`src/rtl/dcache_line_mover_if.sv`:
```
// ---------------------------------------------------------------------------
// dcache_line_mover_if
//
// Purpose: bundles every bus of the data-cache line mover into one place.
// That covers the miss-request handshake, the line-wide BRAM read and write
// ports, the read-burst channel and the write-burst channel.
//
// Port summary (seen from the mover, i.e. the master modport):
//   req_*    miss request in, with req_ready out
//   bram_*   BRAM read address/enable out, full-line read data in;
//            BRAM write address/enable/full-line select/data out
//   rd_*     read burst: request/address out, grant and beats in
//   wr_*     write burst: request/address/beats out, grant/ready/done in
//   done     one-cycle pulse when a refilled line lands in BRAM
// The slave modport is the mirror image, used by the surrounding system.
// ---------------------------------------------------------------------------
interface dcache_line_mover_if #(
    parameter int ADDR_WIDTH = 10,
    parameter int LINE_WORDS = 8
);
    localparam int LINE_BITS = 32 * LINE_WORDS;

    logic                  req_valid;
    logic                  req_ready;
    logic [ADDR_WIDTH-4:0] req_index;
    logic [31:0]           req_refill_addr;
    logic                  req_dirty;
    logic [31:0]           req_victim_addr;

    logic [ADDR_WIDTH-1:0] bram_raddr;
    logic                  bram_re;
    logic [LINE_BITS-1:0]  bram_dout_all;
    logic [ADDR_WIDTH-1:0] bram_waddr;
    logic                  bram_we;
    logic                  bram_hit_write;
    logic [LINE_BITS-1:0]  bram_din_all;

    logic                  rd_req;
    logic [31:0]           rd_addr;
    logic                  rd_gnt;
    logic                  rd_valid;
    logic [31:0]           rd_data;
    logic                  rd_last;

    logic                  wr_req;
    logic [31:0]           wr_addr;
    logic                  wr_gnt;
    logic                  wr_valid;
    logic [31:0]           wr_data;
    logic                  wr_last;
    logic                  wr_ready;
    logic                  wr_done;

    logic                  done;

    modport master (
        input  req_valid, req_index, req_refill_addr, req_dirty, req_victim_addr,
        output req_ready,
        output bram_raddr, bram_re, bram_waddr, bram_we, bram_hit_write, bram_din_all,
        input  bram_dout_all,
        output rd_req, rd_addr,
        input  rd_gnt, rd_valid, rd_data, rd_last,
        output wr_req, wr_addr, wr_valid, wr_data, wr_last,
        input  wr_gnt, wr_ready, wr_done,
        output done
    );

    modport slave (
        output req_valid, req_index, req_refill_addr, req_dirty, req_victim_addr,
        input  req_ready,
        input  bram_raddr, bram_re, bram_waddr, bram_we, bram_hit_write, bram_din_all,
        output bram_dout_all,
        input  rd_req, rd_addr,
        output rd_gnt, rd_valid, rd_data, rd_last,
        input  wr_req, wr_addr, wr_valid, wr_data, wr_last,
        output wr_gnt, wr_ready, wr_done,
        input  done
    );
endinterface

```
`src/rtl/dcache_line_mover.sv`:
```
// ---------------------------------------------------------------------------
// dcache_line_mover
//
// Purpose: services one data-cache miss at a time. When the victim line is
// dirty, the mover reads it out of the line-wide BRAM and streams it to memory
// as a write burst. It then fetches the refill line with a read burst, writes
// the whole line back into BRAM in a single cycle and pulses done.
//
// Ports:
//   clk  single clock, rising edge
//   rst  asynchronous, active-high reset
//   bus  dcache_line_mover_if.master; carries the request handshake, the
//        BRAM ports and the read/write burst channels
// ---------------------------------------------------------------------------
module dcache_line_mover #(
    parameter int ADDR_WIDTH = 10,
    parameter int LINE_WORDS = 8
) (
    input  logic                clk,
    input  logic                rst,
    dcache_line_mover_if.master bus
);
    localparam int LINE_BITS = 32 * LINE_WORDS;
    localparam int CNT_W     = (LINE_WORDS > 1) ? $clog2(LINE_WORDS) : 1;
    localparam logic [CNT_W-1:0] LAST_BEAT = CNT_W'(LINE_WORDS - 1);

    typedef enum logic [3:0] {
        IDLE,
        WB_RD,
        WB_CAP,
        WB_ADDR,
        WB_DATA,
        WB_RESP,
        RF_ADDR,
        RF_DATA,
        RF_WR,
        DONE
    } state_t;

    state_t                state_q, state_d;
    logic [ADDR_WIDTH-4:0] index_q, index_d;
    logic [26:0]           refill_q, refill_d;
    logic [26:0]           victim_q, victim_d;
    logic [CNT_W-1:0]      cnt_q, cnt_d;
    logic [LINE_BITS-1:0]  line_buf_q, line_buf_d;

    // The five byte-offset bits of both line addresses are dropped on purpose.
    logic unused_offset_bits;
    assign unused_offset_bits = ^{bus.req_refill_addr[4:0], bus.req_victim_addr[4:0]};

    // Addresses and data are driven straight from the latched request and the
    // line buffer, so they stay stable in every state that does not use them.
    assign bus.bram_raddr   = {index_q, 3'b000};
    assign bus.bram_waddr   = {index_q, 3'b000};
    assign bus.bram_din_all = line_buf_q;
    assign bus.rd_addr      = {refill_q, 5'b00000};
    assign bus.wr_addr      = {victim_q, 5'b00000};
    assign bus.wr_data      = line_buf_q[{cnt_q, 5'b00000} +: 32];

    always_ff @(posedge clk or posedge rst) begin
        if (rst) begin
            state_q    <= IDLE;
            index_q    <= '0;
            refill_q   <= '0;
            victim_q   <= '0;
            cnt_q      <= '0;
            line_buf_q <= '0;
        end else begin
            state_q    <= state_d;
            index_q    <= index_d;
            refill_q   <= refill_d;
            victim_q   <= victim_d;
            cnt_q      <= cnt_d;
            line_buf_q <= line_buf_d;
        end
    end

    always_comb begin
        state_d    = state_q;
        index_d    = index_q;
        refill_d   = refill_q;
        victim_d   = victim_q;
        cnt_d      = cnt_q;
        line_buf_d = line_buf_q;

        bus.req_ready      = 1'b0;
        bus.bram_re        = 1'b0;
        bus.bram_we        = 1'b0;
        bus.bram_hit_write = 1'b0;
        bus.rd_req         = 1'b0;
        bus.wr_req         = 1'b0;
        bus.wr_valid       = 1'b0;
        bus.wr_last        = 1'b0;
        bus.done           = 1'b0;

        unique case (state_q)
            IDLE: begin
                bus.req_ready = 1'b1;
                if (bus.req_valid) begin
                    index_d  = bus.req_index;
                    refill_d = bus.req_refill_addr[31:5];
                    victim_d = bus.req_victim_addr[31:5];
                    cnt_d    = '0;
                    state_d  = bus.req_dirty ? WB_RD : RF_ADDR;
                end
            end

            WB_RD: begin
                bus.bram_re = 1'b1;
                state_d     = WB_CAP;
            end

            // BRAM read data arrives one cycle after the enable.
            WB_CAP: begin
                line_buf_d = bus.bram_dout_all;
                state_d    = WB_ADDR;
            end

            WB_ADDR: begin
                bus.wr_req = 1'b1;
                if (bus.wr_gnt) begin
                    cnt_d   = '0;
                    state_d = WB_DATA;
                end
            end

            WB_DATA: begin
                bus.wr_valid = 1'b1;
                bus.wr_last  = (cnt_q == LAST_BEAT);
                if (bus.wr_ready) begin
                    cnt_d = cnt_q + CNT_W'(1);
                    if (cnt_q == LAST_BEAT) begin
                        state_d = WB_RESP;
                    end
                end
            end

            WB_RESP: begin
                if (bus.wr_done) begin
                    state_d = RF_ADDR;
                end
            end

            RF_ADDR: begin
                bus.rd_req = 1'b1;
                if (bus.rd_gnt) begin
                    cnt_d   = '0;
                    state_d = RF_DATA;
                end
            end

            // An early rd_last ends the burst; words not yet received keep
            // whatever the buffer held before.
            RF_DATA: begin
                if (bus.rd_valid) begin
                    line_buf_d[{cnt_q, 5'b00000} +: 32] = bus.rd_data;
                    cnt_d = cnt_q + CNT_W'(1);
                    if (bus.rd_last || (cnt_q == LAST_BEAT)) begin
                        state_d = RF_WR;
                    end
                end
            end

            RF_WR: begin
                bus.bram_we        = 1'b1;
                bus.bram_hit_write = 1'b1;
                state_d            = DONE;
            end

            DONE: begin
                bus.done = 1'b1;
                state_d  = IDLE;
            end

            default: begin
                state_d = IDLE;
            end
        endcase
    end
endmodule
```
`src/flat_wrapper.sv`:
```
// flat-port wrapper written by rule: the top's interface ports become plain ports
module dcache_line_mover_flat 
#(
    parameter int ADDR_WIDTH = 10,
    parameter int LINE_WORDS = 8
)
  (clk, rst, bus_req_valid, bus_req_index, bus_req_refill_addr, bus_req_dirty, bus_req_victim_addr, bus_req_ready, bus_bram_raddr, bus_bram_re, bus_bram_waddr, bus_bram_we, bus_bram_hit_write, bus_bram_din_all, bus_bram_dout_all, bus_rd_req, bus_rd_addr, bus_rd_gnt, bus_rd_valid, bus_rd_data, bus_rd_last, bus_wr_req, bus_wr_addr, bus_wr_valid, bus_wr_data, bus_wr_last, bus_wr_gnt, bus_wr_ready, bus_wr_done, bus_done);
  dcache_line_mover_if #(.ADDR_WIDTH(ADDR_WIDTH), .LINE_WORDS(LINE_WORDS)) bus_i ();
  input  logic clk;
  input  logic rst;
  input wire logic [$bits(bus_i.req_valid)-1:0] bus_req_valid;
  input wire logic [$bits(bus_i.req_index)-1:0] bus_req_index;
  input wire logic [$bits(bus_i.req_refill_addr)-1:0] bus_req_refill_addr;
  input wire logic [$bits(bus_i.req_dirty)-1:0] bus_req_dirty;
  input wire logic [$bits(bus_i.req_victim_addr)-1:0] bus_req_victim_addr;
  output wire logic [$bits(bus_i.req_ready)-1:0] bus_req_ready;
  output wire logic [$bits(bus_i.bram_raddr)-1:0] bus_bram_raddr;
  output wire logic [$bits(bus_i.bram_re)-1:0] bus_bram_re;
  output wire logic [$bits(bus_i.bram_waddr)-1:0] bus_bram_waddr;
  output wire logic [$bits(bus_i.bram_we)-1:0] bus_bram_we;
  output wire logic [$bits(bus_i.bram_hit_write)-1:0] bus_bram_hit_write;
  output wire logic [$bits(bus_i.bram_din_all)-1:0] bus_bram_din_all;
  input wire logic [$bits(bus_i.bram_dout_all)-1:0] bus_bram_dout_all;
  output wire logic [$bits(bus_i.rd_req)-1:0] bus_rd_req;
  output wire logic [$bits(bus_i.rd_addr)-1:0] bus_rd_addr;
  input wire logic [$bits(bus_i.rd_gnt)-1:0] bus_rd_gnt;
  input wire logic [$bits(bus_i.rd_valid)-1:0] bus_rd_valid;
  input wire logic [$bits(bus_i.rd_data)-1:0] bus_rd_data;
  input wire logic [$bits(bus_i.rd_last)-1:0] bus_rd_last;
  output wire logic [$bits(bus_i.wr_req)-1:0] bus_wr_req;
  output wire logic [$bits(bus_i.wr_addr)-1:0] bus_wr_addr;
  output wire logic [$bits(bus_i.wr_valid)-1:0] bus_wr_valid;
  output wire logic [$bits(bus_i.wr_data)-1:0] bus_wr_data;
  output wire logic [$bits(bus_i.wr_last)-1:0] bus_wr_last;
  input wire logic [$bits(bus_i.wr_gnt)-1:0] bus_wr_gnt;
  input wire logic [$bits(bus_i.wr_ready)-1:0] bus_wr_ready;
  input wire logic [$bits(bus_i.wr_done)-1:0] bus_wr_done;
  output wire logic [$bits(bus_i.done)-1:0] bus_done;
  assign bus_i.req_valid = bus_req_valid;
  assign bus_i.req_index = bus_req_index;
  assign bus_i.req_refill_addr = bus_req_refill_addr;
  assign bus_i.req_dirty = bus_req_dirty;
  assign bus_i.req_victim_addr = bus_req_victim_addr;
  assign bus_req_ready = bus_i.req_ready;
  assign bus_bram_raddr = bus_i.bram_raddr;
  assign bus_bram_re = bus_i.bram_re;
  assign bus_bram_waddr = bus_i.bram_waddr;
  assign bus_bram_we = bus_i.bram_we;
  assign bus_bram_hit_write = bus_i.bram_hit_write;
  assign bus_bram_din_all = bus_i.bram_din_all;
  assign bus_i.bram_dout_all = bus_bram_dout_all;
  assign bus_rd_req = bus_i.rd_req;
  assign bus_rd_addr = bus_i.rd_addr;
  assign bus_i.rd_gnt = bus_rd_gnt;
  assign bus_i.rd_valid = bus_rd_valid;
  assign bus_i.rd_data = bus_rd_data;
  assign bus_i.rd_last = bus_rd_last;
  assign bus_wr_req = bus_i.wr_req;
  assign bus_wr_addr = bus_i.wr_addr;
  assign bus_wr_valid = bus_i.wr_valid;
  assign bus_wr_data = bus_i.wr_data;
  assign bus_wr_last = bus_i.wr_last;
  assign bus_i.wr_gnt = bus_wr_gnt;
  assign bus_i.wr_ready = bus_wr_ready;
  assign bus_i.wr_done = bus_wr_done;
  assign bus_done = bus_i.done;
  dcache_line_mover #(.ADDR_WIDTH(ADDR_WIDTH), .LINE_WORDS(LINE_WORDS)) u_core (.clk(clk), .rst(rst), .bus(bus_i));
endmodule
```
`config.mk`:
```
export PLATFORM = sky130hd
export DESIGN_NAME = dcache_line_mover_flat
export DESIGN_NICKNAME = d
export VERILOG_FILES = /design/src/rtl/dcache_line_mover_if.sv /design/src/rtl/dcache_line_mover.sv /design/src/flat_wrapper.sv
export SDC_FILE = /design/constraint.sdc
export NUM_CORES = 1
export LEC_CHECK = 0
export BUFFER_PORTS_ARGS = -buffer_cell sky130_fd_sc_hd__buf_2
export CAP_MARGIN = 5
export CORE_AREA = 2 2 292 294
export DETAILED_ROUTE_END_ITERATION = 16
export DIE_AREA = 0 0 294 296
export SKIP_CTS_REPAIR_TIMING = 1
export SYNTH_ARGS = -nofsm -noshare
export SYNTH_HDL_FRONTEND = slang
export SYNTH_SLANG_ARGS = --single-unit
```
`constraint.sdc`:
```
create_clock -name clk -period 11.5 [get_ports clk]
set_clock_uncertainty 0.2 [all_clocks]
set_input_delay 0.575 -clock clk [delete_from_list [all_inputs] [get_ports clk]]
set_output_delay 0.575 -clock clk [all_outputs]
set_load 0.01 [all_outputs]
```
* Yosys cells after proc, flatten, opt, wreduce, memory -nomap -nowiden
Index checks and enable logic that the tools add are counted.
** Word-level totals
- Bits in registers :: 324
- Output and inout port bits :: 381
- Bits of input ports :: 369
** Cells by class
- Equality and inequality tests :: 18
- Reduce and logical (&&, ||, !) cells :: 8
- Shift operators :: 3
- $add $sub $neg :: 2
- Multiplexer cells :: 27
** Operators with widths (number)
- 256-bit case mux with 2 select lines :: 1
- 256-bit bitwise mux :: 1
- 256-bit two-way mux :: 1
- 32-bit by 10-bit variable shift with 256-bit output, first input constant :: 1
- 256-bit by 9-bit indexed part select with 32-bit output :: 1
- 32-bit by 10-bit indexed part select with 256-bit output :: 1
- 4-bit case mux with 9 select lines :: 1
- 4-bit two-way mux :: 8
- 3-bit two-way mux :: 6
- 4-bit by 3-bit == test with 1-bit output, second input constant :: 4
- 3-bit case mux with 5 select lines :: 1
- 2-bit inequality test, second input constant :: 6
- 8-bit negator with 10-bit output :: 1
- 4-bit by 2-bit == test with 1-bit output, second input constant :: 2
- 4-bit == test, second input constant :: 2
- 1-bit two-way mux :: 8
- 8-bit AND reduction :: 1
- 6-bit AND reduction :: 1
- 5-bit nonzero test :: 1
- 4-bit by 1-bit == test with 1-bit output, second input constant :: 1
- 4-bit logical NOT :: 1
- 2-bit by 1-bit inequality test with 1-bit output, second input constant :: 2
- 2-bit AND reduction :: 2
- 3-bit by 1-bit adder with 3-bit output, second input constant :: 1
- other kinds (3) :: 3

* Depth between registers and ports, before layout
- Depth in word-level cells :: 5
- Mapped depth :: 14
- Gate-level depth less buffers :: 8

* Worst setup path after synthesis
Ideal clock, no wire load.
- Path type :: register -> register
- From :: register u_core.cnt_q[1]
- To :: register u_core.line_buf_q[156] (netlist: u_core.bus.bram_din_all[156])
- Setup time :: 0.083 ns
- Data required time :: 11.217 ns
- Clock period less this slack :: 3.342 ns
- Path slack :: 8.158 ns
- Data arrival time :: 3.058 ns
- Cell stages (with the launch flop) :: 13
- Path through :: dfrtp_1 > clkbuf_1 > clkbuf_1 > inv_1 > ha_1 > ha_1 > buf_2 > o31a_1 > nand2_1 > nor3_1 > clkbuf_1 > a22oi_1 > o21ai_0
** On the way
- Longest elaborated chain between the ends :: 5
** Ends and longest elaborated chain
- start, declared :: RTL line dcache_line_mover.sv:44 : logic [CNT_W-1:0] cnt_q, cnt_d;
- start signal, assigned :: RTL line dcache_line_mover.sv:73 : cnt_q <= cnt_d;
- 8-bit negator with 10-bit output (*) :: RTL line dcache_line_mover.sv:156 : line_buf_d[{cnt_q, 5'b00000} +: 32] = bus.rd_data;
- 32-bit by 10-bit indexed part select with 256-bit output / 32-bit by 10-bit variable shift with 256-bit output (equally long branches) :: RTL line dcache_line_mover.sv:156
- 256-bit bitwise mux (*) :: RTL line dcache_line_mover.sv:156
- 256-bit two-way mux (*) :: RTL line dcache_line_mover.sv:155 : if (bus.rd_valid) begin
- 256-bit case mux with 2 select lines (*) :: RTL line dcache_line_mover.sv:96 : unique case (state_q)
- end signal, assigned :: RTL line dcache_line_mover.sv:74 : line_buf_q <= line_buf_d;
- end, declared :: RTL line dcache_line_mover.sv:45 : logic [LINE_BITS-1:0] line_buf_q, line_buf_d;
Mark *: on every way between the ends. The rest lies on a longest branch, timed or not. The select of a mux whose other input is x is not followed.
A chain may end at the register's enable or synchronous reset.

* Worst setup path after layout
- From :: register u_core.cnt_q[1]
- To :: register u_core.line_buf_q[23] (netlist: u_core.bus.bram_din_all[23])
The elaborated chain is that of the path after synthesis.

==> flow_metrics.py <==
metrics = {
    "finish": {
        "multi_input_area_um2": 7507,
        "regArea_um2": 8117,
        "drive_above_1_share_pct": 42.97,
        "layout.nets": 2606,
        "area_growth_pct": 34.79,
        "fillers": 9086,
    },
    "timing": {
        "finalHoldViolCount": 29,
        "slew_headroom_pct": 24.35,
        "finalCritPeriodShare_pct": 36.55,
        "fmax_ghz": 0.2379,
        "fin_worst_hold_slack_ns": -0.01928,
        "maxSlewViolCount": 0,
        "tightest_slew_ns": 1.135,
        "setup_viol": 0,
        "tns_ns": 0,
        "fin_crit_ns": 4.203,
        "rsz0062_at_grt": "false",
    },
    "logic_synthesis": {
        "syn-cell-area_um2": 16440,
        "async_flop_share_pct": 100.0,
        "ys_types": 55,
        "synth_top_cell_area_share_pct": 49.31,
        "yosysTopAreaCell": "dfrtp_1",
        "avgSynthCellArea_um2": 10.15,
        "yosys_warnings": 0,
        "synth_seq_cells": 324,
        "syn-instance-count": 1620,
        "synth-edff-count": 0,
        "ys.flop_type": "dfrtp_1",
        "synth_seq_area_share_pct": 49.31,
        "yosysMostFrequentCell": "dfrtp_1",
        "netlist_top_cells_count": "dfrtp_1, a22oi_1, nor2_1",
        "netlist_top_cells_area": "dfrtp_1, a22oi_1, mux4_2",
    },
    "floorplanning": {
        "start_util_pct": 19.53,
        "coreArea_um2": 84210,
        "dieArea_um2": 87020,
        "boundaryPins": 750,
        "core.rowCount": 107,
        "die_x_um": 294,
        "die_h_um": 296,
    },
    "cts": {
        "clk_pin_slew_ns": 0.06,
        "htreeDepth": 2,
        "clk_latency_ns": 0.55,
        "cts.path.max_buffers": 3,
        "cts_made_buffers": 40,
        "cts_tree": "done",
        "clock-sinks": 324,
        "cts-root-buf": "clkbuf_16",
    },
    "detailed_routing": {
        "wl_per_cell_um": 25.13,
        "drt_drc_violations_left": 0,
        "drt_iter0_markers": 1455,
        "ant_nets": 0,
        "drt-total-wl_um": 84300,
        "vias_per_cell": 4.864,
        "first_pass_iters": 6,
        "vias": 16320,
    },
    "critical_path": {
        "end_kind": "flip-flop",
        "crit_end": "u_core.bus.bram_din_all[23]",
        "cp-start-kind": "flip-flop",
        "crit_start": "u_core.cnt_q[1]",
        "critPathRequiredTime_ns": 11.69,
        "r2r_cells": 7,
        "crit_fanout": 40,
        "reg2reg_slack_ns": 7.30,
        "arrival_ns": 4.40,
        "worstReg2RegEnd": "u_core.bus.bram_din_all[23]",
        "worstReg2RegStart": "u_core.cnt_q[1]",
        "timing_worst_setup_path_type": "flip-flop to flip-flop",
    },
    "grt": {
        "grt_pass1_vias": 15330,
        "grt_max_degree": 105,
        "grt_pass1_wl_um": 115600,
        "grt_use_met2_pct": 26.08,
        "gr-total-overflow": 0,
        "antenna_found_initial": 22,
        "grt_util_met1_pct": 26.59,
        "use_met3_pct": 5.111,
        "busiest_layer": "met1",
        "grt.total_usage_pct": 18.35,
    },
    "run": {
        "maxCapViolations": 0,
    },
    "power": {
        "p_total_mw": 7.276,
        "leakagePower_nw": 10.01,
        "vdd_drop_max_mv": 0.1934,
        "power.density_nw_per_um2": 328.3,
    },
    "placed_design": {
        "io_buffers": 723,
        "hpwl_um": 62350,
        "place.gp.congestion": 0.8656,
    },
    "worst_hold_path": {
        "min_path_type": "input pin to async pin",
    },
    "run_status": {
        "status": "finished, violations left",
        "violations": "hold timing",
    },
}
-- critical path: stages, from the launching register on --
cell and delay (ns):
dfrtp_4 0.88, inv_1 0.20, ha_1 0.26, ha_1 0.47, nor4b_1 0.56, nand3_2 0.85
o22ai_1 0.42, a21oi_1 0.11
-- layer usage --
metal / wire length (um) / vias up
met5: 74 / -
met1: 37940 / 8189
met4: 2032 / 12
met3: 8087 / 130
met2: 36160 / 925
li1: - / 7062
-- metrics by stage --
step           std cells  hold slack [ns]  area (um2)  setup WS (ns)  utilization [%]
6_report            3355         -0.01928       22160          7.297            26.32
5_1_grt             3348          0.01878       22150          7.056            26.30
4_1_cts             3345         -0.02638       22140          7.374            26.29
3_5_place_dp        3278           0.2869       20850          7.407            24.76
3_3_place_gp        3278           0.2770       20850          7.492            24.76
2_1_floorplan       1635           0.3297       16500          1.755                -
-- area by class of cell --
class,instances,area share [%]
sequential,324,36.62
multi-input combinational,1106,33.87
timing repair buffer,752,17.31
tap,1090,6.154
clock buffer,57,5.262
clock inverter,10,0.5307
inverter,6,0.1355
antenna,10,0.1129
-- registers in the layout (all words and copies together) (netlist names) --
name                     cells
u_core.victim_q             27
u_core.state_q               4
u_core.refill_q             27
u_core.cnt_q                 3
u_core.index_q               7
u_core.bus.bram_din_all    256
-- worst min path at each step --
stage / to / cells past startpoint
final: u_core.bus.bram_din_all[76] / 2
after global routing: u_core.bus.bram_din_all[76] / 2
after CTS: u_core.bus.bram_din_all[76] / 2
after detailed placement: u_core.victim_q[7] / 1
after global placement: u_core.bus.bram_din_all[243] / 2
after floorplan: u_core.bus.bram_din_all[239] / 2
-- kinds of logic (layout without fill, tap and decap cells) --
| group | Yosys count | after routing | share of synthesized area [%] |
|---|---|---|---|
| other | 1 | 26 | 0.02281 |
| AO/OA/AOI/OAI | 534 | 534 | 20.30 |
| AND/OR/NAND/NOR | 420 | 420 | 10.69 |
| multiplexers | 129 | 129 | 13.19 |
| buffers and inverters | 205 | 825 | 5.958 |
| flip-flops | 324 | 324 | 49.31 |
| adder cells (fa/ha/maj) | 7 | 7 | 0.5327 |
-- report_power, final --
group	total (mW)	switching, mW	internal, mW
combinational	3.69	2.23	1.46
sequential	2.31	0.573	1.74
clock	1.28	0.531	0.748
total	7.28	3.34	3.94
-- placed cells by master, fill, tap and decap left out, drive strengths merged, types with 4 or more instances in the layout --
cell type  instances
a21oi            196
a22oi            224
buf              752
clkbuf            57
conb              16
dfrtp            324
diode             10
ha                 7
inv               10
mux2              61
mux2i              4
mux4              64
nand2            172
nor2             209
nor2b              5
nor3               9
nor3b              4
o21ai             68
o22ai             33
(Power assumes the default switching activity.)
